[src/rtl/stream_pack_if.sv]
// stream: single-direction valid/ready stream carrying one value of type T.
//   send    - producer side: drives valid/data, observes ready.
//   receive - consumer side: observes valid/data, drives ready.
interface stream #(
    parameter type T = logic [31:0]
) ();
    T     data;
    logic valid;
    logic ready;

    modport send    (output valid, output data, input  ready);
    modport receive (input  valid, input  data, output ready);
endinterface

[src/rtl/stream_pack.sv]
// stream_pack: packs RATIO narrow beats into one wide word.
//   clock, reset - clock and synchronous active-high reset.
//   receiver     - narrow input beats (type T), lane 0 = first beat.
//   sender       - packed words, RATIO*$bits(T) wide.
//   flush        - one-cycle request to emit the current partial word.
//   lanes        - count of valid lanes in sender.data, registered with it.
// Partial words also go out after TIMEOUT idle cycles (0 disables this).
module stream_pack #(
    parameter type T       = logic [31:0],
    parameter int  RATIO   = 4,
    parameter int  TIMEOUT = 0
) (
    input  logic                       clock,
    input  logic                       reset,
    stream.receive                     receiver,
    stream.send                        sender,
    input  logic                       flush,
    output logic [$clog2(RATIO):0]     lanes
);
    localparam int W  = $bits(T);
    localparam int FW = $clog2(RATIO);
    localparam int LW = $clog2(RATIO) + 1;
    // A zero-width idle counter is illegal, so keep one bit when disabled.
    localparam int IW = (TIMEOUT > 0) ? $clog2(TIMEOUT + 1) : 1;

    logic [RATIO-2:0][W-1:0] acc;
    logic [FW-1:0]           fill;
    logic                    pending;
    logic [IW-1:0]           idle;

    logic                    out_free;
    logic                    accept;
    logic                    complete;
    logic                    timeout_hit;
    logic                    flush_req;
    logic                    partial;
    logic                    emit;
    logic [RATIO*W-1:0]      word;

    assign out_free    = !sender.valid || sender.ready;
    // Only a full accumulator waits on the output; depends on sender.ready,
    // never on receiver.valid.
    assign receiver.ready = (fill < FW'(RATIO - 1)) || out_free;
    assign accept      = receiver.valid && receiver.ready;
    assign complete    = accept && (fill == FW'(RATIO - 1));
    assign timeout_hit = (TIMEOUT > 0) && (idle == IW'(TIMEOUT));
    assign flush_req   = pending || flush || timeout_hit;
    assign partial     = out_free && flush_req && !complete && (fill != '0 || accept);
    assign emit        = complete || partial;

    // Outgoing word: filled lanes, the incoming beat in lane `fill` when it
    // is accepted, zeros above. A full word is the same with fill = RATIO-1.
    always_comb begin
        word = '0;
        for (int i = 0; i < RATIO - 1; i++) begin
            if (i < int'(fill)) word[i*W +: W] = acc[i];
        end
        if (accept) word[int'(fill)*W +: W] = receiver.data;
    end

    always_ff @(posedge clock) begin
        if (reset) begin
            sender.valid <= 1'b0;
            sender.data  <= '0;
            lanes        <= '0;
            acc          <= '0;
            fill         <= '0;
            pending      <= 1'b0;
            idle         <= '0;
        end else begin
            if (emit) begin
                sender.valid <= 1'b1;
                sender.data  <= word;
                lanes        <= LW'(fill) + LW'(accept);
                acc          <= '0;
                fill         <= '0;
                pending      <= 1'b0;
            end else begin
                if (sender.ready) sender.valid <= 1'b0;
                if (accept) begin
                    acc[fill] <= receiver.data;
                    fill      <= fill + FW'(1);
                end
                // Nothing to emit clears the request; otherwise it can only
                // be here because the output is blocked, so hold it.
                pending <= flush_req && (fill != '0 || accept);
            end

            if (TIMEOUT > 0) begin
                if (accept || emit || fill == '0) idle <= '0;
                else if (idle != IW'(TIMEOUT))    idle <= idle + IW'(1);
            end
        end
    end
endmodule

[src/flat_wrapper.sv]
// flat-port wrapper written by rule: the top's interface ports become plain ports
module stream_pack_flat 
#(
    parameter type T       = logic [31:0],
    parameter int  RATIO   = 4,
    parameter int  TIMEOUT = 0
)
  (clock, reset, flush, lanes, receiver_valid, receiver_data, receiver_ready, sender_valid, sender_data, sender_ready);
  stream #(.T(T)) receiver_i ();
  stream #(.T(T)) sender_i ();
  input  logic clock;
  input  logic reset;
  input  logic flush;
  output logic [$clog2(RATIO):0] lanes;
  input wire logic [$bits(receiver_i.valid)-1:0] receiver_valid;
  input wire logic [$bits(receiver_i.data)-1:0] receiver_data;
  output wire logic [$bits(receiver_i.ready)-1:0] receiver_ready;
  output wire logic [$bits(sender_i.valid)-1:0] sender_valid;
  output wire logic [$bits(sender_i.data)-1:0] sender_data;
  input wire logic [$bits(sender_i.ready)-1:0] sender_ready;
  assign receiver_i.valid = receiver_valid;
  assign receiver_i.data = receiver_data;
  assign receiver_ready = receiver_i.ready;
  assign sender_valid = sender_i.valid;
  assign sender_data = sender_i.data;
  assign sender_i.ready = sender_ready;
  stream_pack #(.T(T), .RATIO(RATIO), .TIMEOUT(TIMEOUT)) u_core (.clock(clock), .reset(reset), .receiver(receiver_i), .sender(sender_i), .flush(flush), .lanes(lanes));
endmodule
[config.mk]
export PLATFORM = sky130hd
export DESIGN_NAME = stream_pack_flat
export DESIGN_NICKNAME = d
export VERILOG_FILES = /design/src/rtl/stream_pack_if.sv /design/src/rtl/stream_pack.sv /design/src/flat_wrapper.sv
export SDC_FILE = /design/constraint.sdc
export NUM_CORES = 1
export LEC_CHECK = 0
export CORE_UTILIZATION = 48
export DETAILED_ROUTE_END_ITERATION = 16
export PLACE_DENSITY = 0.79
export SLEW_MARGIN = 40
export SYNTH_ARGS = -nofsm -noshare
export SYNTH_HDL_FRONTEND = slang
export SYNTH_SLANG_ARGS = --single-unit
[constraint.sdc]
create_clock -name clock -period 2.1 [get_ports clock]
set_input_delay 0.21 -clock clock [delete_from_list [all_inputs] [get_ports clock]]
set_output_delay 0.21 -clock clock [all_outputs]
set_load 0.01 [all_outputs]
==> flow_summary.json <==
{
  "synth_top_family_by_area": "simple AND/OR/NAND/NOR gates",
  "clk_pin_slew_worst_paths_ns": 0.08,
  "synth-xor-area-share_pct": 0.3108,
  "ir_drop_mv": 0.7929,
  "cts_setup_buffers": 0,
  "via_count": 2599,
  "leakagePower_nw": 1.475,
  "gp_congestion": 0.7686,
  "dp_slack_ns": 0.1689,
  "synth_top_cell_by_area": "dfxtp_1",
  "antenna_found_initial": 0,
  "gr-total-overflow": 0,
  "fin_ws_ns": 0.2298,
  "die_h_um": 78.62,
  "synth_nets": 374,
  "maxCapViolations": 0,
  "end_kind": "register",
  "path_cells": "inv_1, ha_1, o21ba_2, o211ai_4, buf_4, a221oi_1, nor3_1",
  "final_cell_mix": "73 x clkdlybuf4s50_1, 72 x nand2_1, 71 x dfxtp_1, 35 x a21oi_1, 34 x nor2_1",
  "synth_area_um2": 2818,
  "start_util_pct": 50.55,
  "synth-edff-count": 0,
  "path_max_fanout": 21,
  "cpPeakStageDelay_ns": 0.39,
  "synth_top_area_share_pct": 50.44,
  "grt_pass1_wl_mm": 11.11,
  "synth-main-ff-cell": "dfxtp_1",
  "viasPerCell": 5.437,
  "drc": 0,
  "cp.depth": 7,
  "fillCellCount": 440,
  "htreeDepth": 3,
  "synth_compound_area_share_pct": 18.61,
  "hold_viol_final": 0,
  "cp_slowest_cell": "dfxtp_1",
  "yosysSeqAreaShare_pct": 50.44,
  "setup-tns-final_ns": 0,
  "layout-drive-gt1-share_pct": 8.867,
  "finClkSkew_ns": 0.008354,
  "synthMuxAreaShare_pct": 0,
  "hp-class": "primary input to register",
  "yosys.area_share.simple_pct": 22.51,
  "avgRoutedWirePerCell_um": 14.06,
  "cts-root-buf": "clkbuf_8",
  "worst-path-buf-inv": 2,
  "numCtsBuffers": 9,
  "dieWidth_um": 78.62,
  "fin_util_pct": 69.65,
  "cp.arrival_ns": 2.10,
  "p_per_area_nw_per_um2": 904.1,
  "nets": 443,
  "post_cts_resized": 0,
  "rows": 27,
  "cpLargestDelayFamily": "compound AO/OA/AOI/OAI gates",
  "yosys_warnings": 0,
  "netlist_top_cells_area": "dfxtp_1 50%, a221oi_1 9.9%, nand2_1 9.6%, a21oi_1 6.2%, nor3_1 5.7%",
  "placed_cells": 462,
  "run_status": "completed",
  "syn_inst": 332,
  "clk_path_buf_depth": 2,
  "drt_iter0_drc": 237,
  "reg2reg_depth": 7,
  "grt_max_degree": 36,
  "final.min_clock_period_ns": 1.870,
  "slew_violations": 0,
  "cts.sinks": 71,
  "fmax_mhz": 534.7,
  "grt_pass1_vias": 2363,
  "grt_usage_pct": 23.27,
  "period_share_pct": 89.06,
  "cts_tree": "done",
  "yosys.area_share.adder_pct": 2.220,
  "area_growth_syn_to_layout_pct": 37.79,
  "synth_area_per_cell_um2": 8.487,
  "setup_violations": 0,
  "num_io_pins": 74,
  "dp_hpwl_mm": 4.354,
  "layout_commonest_cell": "clkdlybuf4s50_1",
  "synth_seq_cells": 71,
  "core_um2": 5574,
  "clk_latency_ns": 0.35,
  "rsz0062_at_grt": "no",
  "hold_depth": 3,
  "max_slew_margin_pct": 73.55,
  "crit_type": "register to register",
  "dieArea_um2": 6180,
  "drt.antenna.violating_nets": 0,
  "cp-start-kind": "register",
  "hold_buffers": 0,
  "synthArstFlopShare_pct": 0,
  "worst_pin_slew_ns": 0.3955,
  "wirelength_mm": 6.723,
  "io_buffers": 73,
  "cp_data_required_time_ns": 2.33,
  "layoutNonFillerInstCount": 478,
  "yosysUniqueCellTypes": 27,
  "diodes": 0,
  "dr.pass1.iters": 4
}
==> worst register-to-register path, cell delays in order, from the launching register on <==
cell and delay [ns]:
dfxtp_1 0.39, inv_1 0.11, ha_1 0.29, o21ba_2 0.31, o211ai_4 0.09, buf_4 0.22
a221oi_1 0.26, nor3_1 0.09
==> stage by stage <==
step	hold WS (ns)	total power [W]	area, um2
floorplan	0.3434	0.001920	2818
global placement	0.4414	0.002225	3645
detailed placement	0.4463	0.002239	3645
CTS	0.4314	0.003527	3882
global route	0.4356	0.003678	3882
finish	0.4352	0.003510	3882
==> kinds of logic (layout without fill, tap and decap cells) <==
kind of cell	count (synthesis)	count (layout)
buffers and inverters	33	107
AO/OA/AOI/OAI	75	75
adder cells (fa/ha/maj)	5	5
AND/OR/NAND/NOR	147	147
flip-flops	71	71
XOR/XNOR	1	1
==> final timing paths <==
check | start | end | slack, ns
worst max-delay path | u_core.fill[0] | u_core.sender.data[13] | 0.23
worst max register to register | u_core.fill[0] | u_core.sender.data[13] | 0.23
worst min-delay path | receiver_data[24] | u_core.acc[24] | 0.44
worst min register to register | u_core.lanes[2] | u_core.lanes[2] | 0.45
==> where the power goes <==
part | internal, W | total, W | switching [W]
clock network | 0.000792 | 0.00130 | 0.000508
logic | 0.000340 | 0.000695 | 0.000355
registers | 0.00145 | 0.00152 | 0.0000602
total | 0.00259 | 0.00351 | 0.000923
==> routing by layer <==
layer | up-vias | global-route usage, % | wire, um
met5 | - | 0 | 0
met4 | 0 | 10.00 | 53
met3 | 7 | 7.093 | 529
met2 | 101 | 37.39 | 3327
met1 | 1196 | 28.63 | 2812
li1 | 1295 | - | -
==> layout make-up <==
type	instances	area (um2)	area share, %
Timing Repair Buffer	88	868.3	22.37
Inverter	3	11.26	0.2900
Multi-Input combinational cell	228	1254	32.29
Clock inverter	5	106.4	2.739
Clock buffer	11	131.4	3.384
Tap cell	72	90.09	2.320
Sequential cell	71	1421	36.61
==> synth_stat cells, types with 2 or more instances <==
| cell | count |
|---|---|
| inv_1 | 3 |
| ha_1 | 5 |
| nand2b_1 | 2 |
| a21oi_1 | 35 |
| nand2_1 | 72 |
| a21oi_2 | 2 |
| nand3_1 | 2 |
| dfxtp_1 | 71 |
| nor2_1 | 34 |
| a221oi_1 | 32 |
| buf_6 | 3 |
| nor3_1 | 32 |
| clkbuf_1 | 13 |
| buf_2 | 13 |
==> flip-flops by register name, summed over array words and instances, names as in the netlist <==
name,flops
u_core.pending,1
u_core.fill,2
u_core.sender.valid,1
u_core.sender.data,32
u_core.lanes,3
u_core.acc,32
Power figures use the tool's default switching activity.
